<file path="config.mk">
export PLATFORM = sky130hd
export DESIGN_NAME = i2c_reg_access_flat
export DESIGN_NICKNAME = d
export VERILOG_FILES = /design/src/rtl/i2c_reg_pkg.sv /design/src/rtl/i2c_reg_access_if.sv /design/src/rtl/i2c_reg_access.sv /design/src/flat_wrapper.sv
export SDC_FILE = /design/constraint.sdc
export NUM_CORES = 1
export LEC_CHECK = 0
export CORE_MARGIN = 3
export CORE_UTILIZATION = 48
export DETAILED_ROUTE_END_ITERATION = 10
export GPL_TIMING_DRIVEN = 0
export PLACE_DENSITY = 0.81
export SLEW_MARGIN = 10
export SYNTH_ARGS = -nofsm -noshare
export SYNTH_HDL_FRONTEND = slang
export SYNTH_SLANG_ARGS = --single-unit
</file>
<file path="constraint.sdc">
create_clock -name clk -period 3.71 [get_ports clk]
set_clock_uncertainty 0.15 [all_clocks]
set_input_delay 1.113 -clock clk [delete_from_list [all_inputs] [get_ports clk]]
set_output_delay 1.113 -clock clk [all_outputs]
set_load 0.05 [all_outputs]
</file>
<file path="src/rtl/i2c_reg_pkg.sv">
// i2c_reg_pkg: response status codes, FSM state encoding and read-data byte reversal
package i2c_reg_pkg;
  typedef enum logic [1:0] {ST_OK, ST_NACK, ST_TIMEOUT, ST_BAD_LEN} status_t;
  typedef enum logic [2:0] {IDLE, ISSUE, GAP, WAIT, EVAL, RESP} state_t;
  // Reverses the lowest n bytes of d (byte n-1 lands in byte 0); bytes at or above n are 0
  function automatic logic [63:0] byte_rev(logic [63:0] d, int n);
    byte_rev = '0;
    for (int i = 0; i < 8; i++) if (i < n) byte_rev[8*i+:8] = d[8*(n-1-i)+:8];
  endfunction
endpackage

</file>
<file path="src/rtl/i2c_reg_access_if.sv">
// i2c_reg_access_if: register command request channel and response channel
interface i2c_reg_access_if #(
  parameter int REG_ADDR_BYTES = 1,
  parameter int MAX_DATA_BYTES = 2
);
  import i2c_reg_pkg::*;
  logic cmd_valid;
  logic cmd_ready;
  logic cmd_read;
  logic [6:0] cmd_dev_addr;
  logic [8*REG_ADDR_BYTES-1:0] cmd_reg_addr;
  logic [8*MAX_DATA_BYTES-1:0] cmd_wdata;
  logic [$clog2(MAX_DATA_BYTES+1)-1:0] cmd_len;
  logic rsp_valid;
  logic rsp_ready;
  status_t rsp_status;
  logic [8*MAX_DATA_BYTES-1:0] rsp_rdata;
  modport master(
    output cmd_valid, cmd_read, cmd_dev_addr, cmd_reg_addr, cmd_wdata, cmd_len, rsp_ready,
    input cmd_ready, rsp_valid, rsp_status, rsp_rdata
  );
  modport slave(
    input cmd_valid, cmd_read, cmd_dev_addr, cmd_reg_addr, cmd_wdata, cmd_len, rsp_ready,
    output cmd_ready, rsp_valid, rsp_status, rsp_rdata
  );
endinterface

</file>
<file path="src/rtl/i2c_reg_access.sv">
// i2c_reg_access: turns register read/write commands into I2C engine transfers with NACK retry and timeout
module i2c_reg_access
  import i2c_reg_pkg::*;
#(
  parameter int REG_ADDR_BYTES = 1,
  parameter int MAX_DATA_BYTES = 2,
  parameter int MAX_TRANSFER_LENGTH = REG_ADDR_BYTES + MAX_DATA_BYTES,
  parameter int MAX_RETRIES = 3,
  parameter int TIMEOUT_CYCLES = 200000
) (
  input  logic clk,
  input  logic rst,
  i2c_reg_access_if.slave bus,
  output logic m_start,
  output logic [6:0] m_i2c_address,
  output logic [8*MAX_TRANSFER_LENGTH-1:0] m_write_data,
  output logic [$clog2(MAX_TRANSFER_LENGTH+1)-1:0] m_write_transfer_length,
  output logic [$clog2(MAX_TRANSFER_LENGTH+1)-1:0] m_read_transfer_length,
  input  logic m_busy,
  input  logic m_no_response,
  input  logic [$clog2(MAX_TRANSFER_LENGTH+1)-1:0] m_total_read,
  input  logic [8*MAX_TRANSFER_LENGTH-1:0] m_read_data
);
  localparam int LW = $clog2(MAX_DATA_BYTES + 1);
  localparam int TLW = $clog2(MAX_TRANSFER_LENGTH + 1);
  localparam int TW = $clog2(TIMEOUT_CYCLES + 1);
  localparam int RW = $clog2(MAX_RETRIES + 2);
  state_t state;
  logic rd;
  logic [LW-1:0] len;
  logic [RW-1:0] retry;
  logic [TW-1:0] tcnt;
  logic [8*MAX_TRANSFER_LENGTH-1:0] wd;
  logic [8*MAX_DATA_BYTES-1:0] rev;
  logic bad;
  logic ok;
  // Engine payload for the offered command, length filter, and outcome of the finished transfer
  always_comb begin
    wd = '0;
    for (int j = 0; j < REG_ADDR_BYTES; j++) wd[8*j+:8] = bus.cmd_reg_addr[8*(REG_ADDR_BYTES-1-j)+:8];
    for (int i = 0; i < MAX_DATA_BYTES; i++)
      if (!bus.cmd_read && LW'(i) < bus.cmd_len) wd[8*(REG_ADDR_BYTES+i)+:8] = bus.cmd_wdata[8*i+:8];
    bad = bus.cmd_len == '0 || bus.cmd_len > LW'(MAX_DATA_BYTES);
    ok = !m_no_response && !(rd && m_total_read != TLW'(len));
    rev = (8*MAX_DATA_BYTES)'(byte_rev(64'(m_read_data), int'(len)));
  end
  // Command FSM: accept, pulse start, wait for the engine, retry on NACK, then respond
  always_ff @(posedge clk or posedge rst)
    if (rst) begin
      state <= IDLE;
      rd <= 1'b0;
      len <= '0;
      retry <= '0;
      tcnt <= '0;
      bus.cmd_ready <= 1'b0;
      bus.rsp_valid <= 1'b0;
      bus.rsp_status <= ST_OK;
      bus.rsp_rdata <= '0;
      m_start <= 1'b0;
      m_i2c_address <= '0;
      m_write_data <= '0;
      m_write_transfer_length <= '0;
      m_read_transfer_length <= '0;
    end else begin
      bus.cmd_ready <= 1'b0;
      m_start <= 1'b0;
      case (state)
        IDLE:
          if (bus.cmd_valid && bus.cmd_ready) begin
            rd <= bus.cmd_read;
            len <= bus.cmd_len;
            if (bad) begin
              bus.rsp_status <= ST_BAD_LEN;
              bus.rsp_rdata <= '0;
              state <= RESP;
            end else begin
              m_i2c_address <= bus.cmd_dev_addr;
              m_write_data <= wd;
              m_write_transfer_length <= TLW'(REG_ADDR_BYTES) + (bus.cmd_read ? TLW'(0) : TLW'(bus.cmd_len));
              m_read_transfer_length <= bus.cmd_read ? TLW'(bus.cmd_len) : TLW'(0);
              retry <= '0;
              m_start <= 1'b1;
              state <= ISSUE;
            end
          end else bus.cmd_ready <= !m_busy;
        ISSUE: state <= GAP;
        GAP: begin
          tcnt <= '0;
          state <= WAIT;
        end
        WAIT: begin
          tcnt <= tcnt + 1'b1;
          if (!m_busy) state <= EVAL;
          else if (tcnt == TW'(TIMEOUT_CYCLES - 1)) begin
            bus.rsp_status <= ST_TIMEOUT;
            bus.rsp_rdata <= '0;
            state <= RESP;
          end
        end
        EVAL:
          if (m_no_response && retry < RW'(MAX_RETRIES)) begin
            retry <= retry + 1'b1;
            m_start <= 1'b1;
            state <= ISSUE;
          end else begin
            bus.rsp_status <= ok ? ST_OK : ST_NACK;
            bus.rsp_rdata <= ok && rd ? rev : '0;
            state <= RESP;
          end
        RESP: begin
          bus.rsp_valid <= !(bus.rsp_valid && bus.rsp_ready);
          if (bus.rsp_valid && bus.rsp_ready) state <= IDLE;
        end
        default: state <= IDLE;
      endcase
    end
endmodule

</file>
<file path="src/flat_wrapper.sv">
// flat-port wrapper written by rule: the top's interface ports become plain ports
module i2c_reg_access_flat import i2c_reg_pkg::*;
#(
  parameter int REG_ADDR_BYTES = 1,
  parameter int MAX_DATA_BYTES = 2,
  parameter int MAX_TRANSFER_LENGTH = REG_ADDR_BYTES + MAX_DATA_BYTES,
  parameter int MAX_RETRIES = 3,
  parameter int TIMEOUT_CYCLES = 200000
)
  (clk, rst, m_start, m_i2c_address, m_write_data, m_write_transfer_length, m_read_transfer_length, m_busy, m_no_response, m_total_read, m_read_data, bus_cmd_valid, bus_cmd_read, bus_cmd_dev_addr, bus_cmd_reg_addr, bus_cmd_wdata, bus_cmd_len, bus_rsp_ready, bus_cmd_ready, bus_rsp_valid, bus_rsp_status, bus_rsp_rdata);
  i2c_reg_access_if #(.REG_ADDR_BYTES(REG_ADDR_BYTES), .MAX_DATA_BYTES(MAX_DATA_BYTES)) bus_i ();
  input  logic clk;
  input  logic rst;
  output logic m_start;
  output logic [6:0] m_i2c_address;
  output logic [8*MAX_TRANSFER_LENGTH-1:0] m_write_data;
  output logic [$clog2(MAX_TRANSFER_LENGTH+1)-1:0] m_write_transfer_length;
  output logic [$clog2(MAX_TRANSFER_LENGTH+1)-1:0] m_read_transfer_length;
  input  logic m_busy;
  input  logic m_no_response;
  input  logic [$clog2(MAX_TRANSFER_LENGTH+1)-1:0] m_total_read;
  input  logic [8*MAX_TRANSFER_LENGTH-1:0] m_read_data;
  input wire logic [$bits(bus_i.cmd_valid)-1:0] bus_cmd_valid;
  input wire logic [$bits(bus_i.cmd_read)-1:0] bus_cmd_read;
  input wire logic [$bits(bus_i.cmd_dev_addr)-1:0] bus_cmd_dev_addr;
  input wire logic [$bits(bus_i.cmd_reg_addr)-1:0] bus_cmd_reg_addr;
  input wire logic [$bits(bus_i.cmd_wdata)-1:0] bus_cmd_wdata;
  input wire logic [$bits(bus_i.cmd_len)-1:0] bus_cmd_len;
  input wire logic [$bits(bus_i.rsp_ready)-1:0] bus_rsp_ready;
  output wire logic [$bits(bus_i.cmd_ready)-1:0] bus_cmd_ready;
  output wire logic [$bits(bus_i.rsp_valid)-1:0] bus_rsp_valid;
  output wire logic [$bits(bus_i.rsp_status)-1:0] bus_rsp_status;
  output wire logic [$bits(bus_i.rsp_rdata)-1:0] bus_rsp_rdata;
  assign bus_i.cmd_valid = bus_cmd_valid;
  assign bus_i.cmd_read = bus_cmd_read;
  assign bus_i.cmd_dev_addr = bus_cmd_dev_addr;
  assign bus_i.cmd_reg_addr = bus_cmd_reg_addr;
  assign bus_i.cmd_wdata = bus_cmd_wdata;
  assign bus_i.cmd_len = bus_cmd_len;
  assign bus_i.rsp_ready = bus_rsp_ready;
  assign bus_cmd_ready = bus_i.cmd_ready;
  assign bus_rsp_valid = bus_i.rsp_valid;
  assign bus_rsp_status = bus_i.rsp_status;
  assign bus_rsp_rdata = bus_i.rsp_rdata;
  i2c_reg_access #(.REG_ADDR_BYTES(REG_ADDR_BYTES), .MAX_DATA_BYTES(MAX_DATA_BYTES), .MAX_TRANSFER_LENGTH(MAX_TRANSFER_LENGTH), .MAX_RETRIES(MAX_RETRIES), .TIMEOUT_CYCLES(TIMEOUT_CYCLES)) u_core (.clk(clk), .rst(rst), .bus(bus_i), .m_start(m_start), .m_i2c_address(m_i2c_address), .m_write_data(m_write_data), .m_write_transfer_length(m_write_transfer_length), .m_read_transfer_length(m_read_transfer_length), .m_busy(m_busy), .m_no_response(m_no_response), .m_total_read(m_total_read), .m_read_data(m_read_data));
endmodule
</file>
Word-level counts from Yosys, hierarchy flattened. Index checks and enable logic that the tools add are counted.

$add $sub $neg: 5. Multipliers: 0. Divide/modulo/power cells: 0. Magnitude comparators: 6. Eq/ne operators: 16. Shift-type cells: 2. Mux-type cells: 38. Bitwise gates (word level): 1. Reductions and logical operators: 24.

Operators with widths (number): indexed part select 64 x 32 -> 8 bit (2); 2-to-1 mux 16 bit (6); case mux 16 bit (3 select lines) (1); case mux 18 bit (2 select lines) (1); 2-to-1 mux 8 bit (4); subtractor 29 x 2 -> 29 bit (second input constant) (1); 2-to-1 mux 3 bit (9); adder 18 x 1 -> 18 bit (second input constant) (1); == test 18 bit (second input constant) (1); case mux 3 bit (6 select lines) (1); 2-to-1 mux 2 bit (7); inequality test 2 x 1 -> 1 bit (second input constant) (5); logical AND 1 bit (8); less-than comparator 1 x 2 -> 1 bit (first input constant) (4); == test 3 x 2 -> 1 bit (second input constant) (2); == test 3 bit (second input constant) (2); 2-to-1 mux 1 bit (6); inequality test 2 bit (second input constant) (3); case mux 2 bit (3 select lines) (1); case mux 3 bit (2 select lines) (1); AND reduction 3 bit (2); AND reduction 6 bit (1); logical NOT 1 bit (5); AND reduction 4 bit (1); 16 further kinds (17).

Bits in registers: 83. Bits in latches: 0. Bits in writable memories: 0. Memory bits (read-only): 0. Input bits: 66. Output and inout port bits: 56. Memories kept: 0.

Longest topological paths before layout.
Word-level depth: 8. Mapped depth: 9. Gate-level depth less buffers: 7.

Worst setup path after synthesis. Ideal clock, no wire load.

Path type: input-to-reg. From: input bus_cmd_len[0]. To: register u_core.m_i2c_address[0]. Arrival: 2280 ps. Setup slack: 1155 ps. Stages on the path: 6. Path buffers: 2. Path through: inv_1 -> ha_1 -> nand3_1 -> buf_2 -> buf_2 -> mux2_2.

Cells in the longest elaborated chain, start to end: 4. Elaborated cells on any way between the ends: 5. Classes of those cells: order compare (1); bitwise (1); reduce/logical (3).

RTL lines: start, declared (RTL line flat_wrapper.sv:28) `input wire logic [$bits(bus_i.cmd_len)-1:0] bus_cmd_len;`; > comparator 2 bit / logical NOT 2 bit (equally long branches) (RTL line i2c_reg_access.sv:43) `bad = bus.cmd_len == '0 || bus.cmd_len > LW'(MAX_DATA_BYTES);`; logical OR 1 bit (*) (RTL line i2c_reg_access.sv:43); inverter 1 bit (no source line) (*); AND reduction 3 bit (no source line) (*); end signal, assigned (RTL line i2c_reg_access.sv:77) `m_i2c_address <= bus.cmd_dev_addr;`; end, declared (RTL line i2c_reg_access.sv:15) `output logic [6:0] m_i2c_address,`.

Mark *: on every way between the ends. The rest lies on a longest branch, timed or not. A chain may end at the register's enable or synchronous reset.

Worst setup path in the final report.
From: register u_core.len[0]. To: register u_core.bus.rsp_rdata[12].

Cells in the longest elaborated chain, start to end: 8. Elaborated cells on any way between the ends: 13. Classes of those cells: add/sub (2); order compare (1); eq/ne (1); shift (1); mux (4); reduce/logical (4).

RTL lines: start, declared (RTL line i2c_reg_access.sv:30) `logic [LW-1:0] len;`; start signal, assigned (RTL line i2c_reg_access.sv:71) `len <= bus.cmd_len;`; branches (longest 5 deep; another with subtractor 29 x 2 -> 29 bit); 2-to-1 mux 16 bit (*) (RTL line i2c_reg_access.sv:107) `bus.rsp_rdata <= ok && rd ? rev : '0;`; 2-to-1 mux 16 bit (*) (RTL line i2c_reg_access.sv:101) `if (m_no_response && retry < RW'(MAX_RETRIES)) begin`; case mux 16 bit (3 select lines) (*) (RTL line i2c_reg_access.sv:67) `case (state)`; end signal, assigned (RTL line i2c_reg_access.sv:107); end, declared (RTL line i2c_reg_access_if.sv:24) `output cmd_ready, rsp_valid, rsp_status, rsp_rdata`.

Every way passes the cells marked *. The select of a mux whose other input is x is not followed.

==> qor.yml <==
power:
  ir_drop_v: 0.000391
  p_leak_nw: 2.42
  power.total_mw: 3.99
  power_density_nw_per_um2: 700
sta:
  fmax_mhz: 315
  min_period_ps: 3170
  hold_slack_ps: 338
  hold_viol_final: 0
  relSlewSlack_pct: 61.3
  setup_violations: 0
  drv_slew: 0
  tightest_slew_ps: 579
  final.period_utilization_pct: 85.6
  rsz0062_at_grt: "no"
placed_design:
  io_buffers: 121
  hpwl_um: 8220
  routabilityCongestion: 0.871
  dp_cells: 648
  placed_area_um2: 5490
cells_and_area:
  drive_gt1_share_pct: 10.2
  num-nets-final: 627
  final_cell_mix: "clkdlybuf4s50_1 (121), dfrtp_1 (83), nand2_1 (71)"
  fillers: 629
  diodes: 0
  seq_area_um2: 2080
  final_cell_area_um2: 5700
  area_growth_pct: 38.5
  multiInputGateArea_um2: 1850
  final_common_cell: "clkdlybuf4s50_1"
  utilization_pct: 69.0
  stdcell_count: 664
clock_tree:
  cts_tree: "done"
  holdBufCountCts: 0
  root_buffer: "clkbuf_8"
  cts_sinks: 83
  cts_setup_buffers: 0
  clock_path_buffers: 2
  cts.reportedPaths.clkPinSlew_ps: 100
  insertion_delay_ps: 350
  cts-htree-levels: 3
  cts_resized: 0
  numCtsBuffers: 9
synth:
  syn_avg_cell_area_um2: 9.77
  syn_inst: 421
  synth_nets: 494
  async_reset_ff_share_pct: 100
  ys_types: 52
  synth_seq_area_share_pct: 50.5
  synth_warnings: 0
  yosysTopAreaCell: "dfrtp_1"
  synth-edff-count: 0
  syn_area_um2: 4110
  synthFlopType: "dfrtp_1"
  ys_top_cells_by_area: "dfrtp_1 (50%), nand2_1 (6.5%), mux2_2 (6.3%)"
  synth_top_area_share_pct: 50.5
  ys_ff_latch: 83
global_route:
  grt_pass1_wl_um: 18000
  grt_use_total_pct: 22.7
  grt_overflow: 0
  antenna_found_initial: 0
  first_global_vias: 3678
  grt_max_degree: 57
min_path:
  min_path_type: "flop to flop"
floorplan:
  pin_count: 122
  row_count: 33
  die_w_um: 98.6
  die_h_um: 98.6
  core_um2: 8260
  initial_core_util_pct: 49.8
  die_area_um2: 9720
detailed_routing:
  viasPerCell: 5.67
  dr.pass1.iters: 4
  drc: 0
  routed_wl_um: 11100
  wl_per_cell_um: 16.7
  drt_iter0_drc: 154
  ant_nets: 0
  vias: 3768
run:
  maxCapViolCount: 0
critical_path:
  crit_type: "flop to flop"
  slowest_stage: "dfrtp_1"
  slowest_delay_ps: 460
  cp.required_ps: 3780
  cp_num_buf_inv: 4
  endpoint_kind: "flop"
  crit_top_cell: "clkbuf_1"
  crit_arrival_ps: 3250
  cp_max_fo: 10
  cpLargestDelayFamily: "buffers and inverters"
  crit_chain: "clkbuf_1 -> inv_1 -> clkbuf_1 -> ha_1 -> clkbuf_1 -> mux2_2 -> a22oi_1 -> o22ai_1"
  crit_path_start_kind: "flop"
run_status:
  status: "complete, no violations"
## per-layer routing
metal	GRT usage, %	wire [µm]	vias up
met3	4.10	746	13
met2	37.0	5220	165
met4	6.20	129	0
met1	31.3	5000	1807
met5	0	0	-
li1	-	-	1783
## worst paths after layout
| kind | slack, ps | depth (start not counted) | start | to |
|---|---|---|---|---|
| min in group asynchronous | 940 | 2 | rst | u_core.m_write_data[4] |
| worst max-delay path | 540 | 8 | u_core.len[0] | u_core.bus.rsp_rdata[12] |
| worst max register to register | 540 | 8 | u_core.len[0] | u_core.bus.rsp_rdata[12] |
| max in group asynchronous | 1860 | 3 | rst | u_core.tcnt[0] |
| worst min register to register | 340 | 2 | u_core.m_write_data[23] | u_core.m_write_data[23] |
| worst min-delay path | 340 | 2 | u_core.m_write_data[23] | u_core.m_write_data[23] |
## cells in the mapped netlist, types with 2 or more instances
cell and instances:
o22ai_1 17, mux2_2 23, dfrtp_1 83, nand4b_1 3, o21ai_0 36, clkbuf_1 14
and4_1 3, nor2_1 12, o22a_1 2, nand2b_1 2, inv_1 16, buf_2 8
nand3_1 25, and3_1 3, ha_1 7, nand2_1 71, buf_6 2, or4_1 2
a22oi_1 15, a31oi_1 3, and2_1 3, nor4b_1 3, nor4_2 2, a21oi_1 8
buf_1 2, nor2b_1 2, a21o_1 2, nor4_1 4, xnor2_1 3, nand4_1 8
nand3b_1 2, nor3_1 8, mux2i_1 7, o31ai_1 2
## cells by family (layout without fill, tap and decap cells)
group | Yosys count | in the layout | share of synthesized area, %
compound gates | 97 | 97 | 14.7
xor+xnor | 3 | 3 | 0.639
fa+ha+maj | 7 | 7 | 2.13
buf+inv | 42 | 180 | 4.44
flops | 83 | 83 | 50.5
mux | 30 | 30 | 8.00
simple gates | 159 | 159 | 19.6
## where the power goes
group          leakage (nW)  switching (mW)  internal, mW
registers              1.12           0.151          1.14
logic                  1.19            1.29         0.727
clock network         0.103           0.349         0.335
## registers in the layout (all words and copies together), names as in the netlist
register                        count
u_core.m_i2c_address                7
u_core.bus.rsp_valid                1
u_core.tcnt                        18
u_core.retry                        3
u_core.m_write_data                24
u_core.rd                           1
u_core.bus.cmd_ready                1
u_core.bus.rsp_rdata               16
u_core.m_write_transfer_length      2
u_core.bus.rsp_status               2
u_core.m_read_transfer_length       2
u_core.m_start                      1
u_core.state                        3
u_core.len                          2
## per-stage QoR
step,setup slack [ps],TNS (ps)
2_1_floorplan,310,0
3_3_place_gp,-984,-81320
3_5_place_dp,347,0
4_1_cts,617,0
5_1_grt,323,0
6_report,536,0
## worst reg2reg max path, cell delays in order (launching register included)
cell and delay, ps:
dfrtp_1 460, clkbuf_1 390, inv_1 150, clkbuf_1 270, ha_1 410, clkbuf_1 460, mux2_2 420, a22oi_1 230
o22ai_1 110
## area by class of cell
class	count	share of cell area [%]
multi-input cells	296	32.6
clock inverters	6	1.27
inverters	16	1.10
clock buffers	10	2.42
well taps	105	2.31
plain buffers	26	2.15
repair buffers	122	21.7
flip-flops and latches	83	36.5
Power figures use the tool's default switching activity.
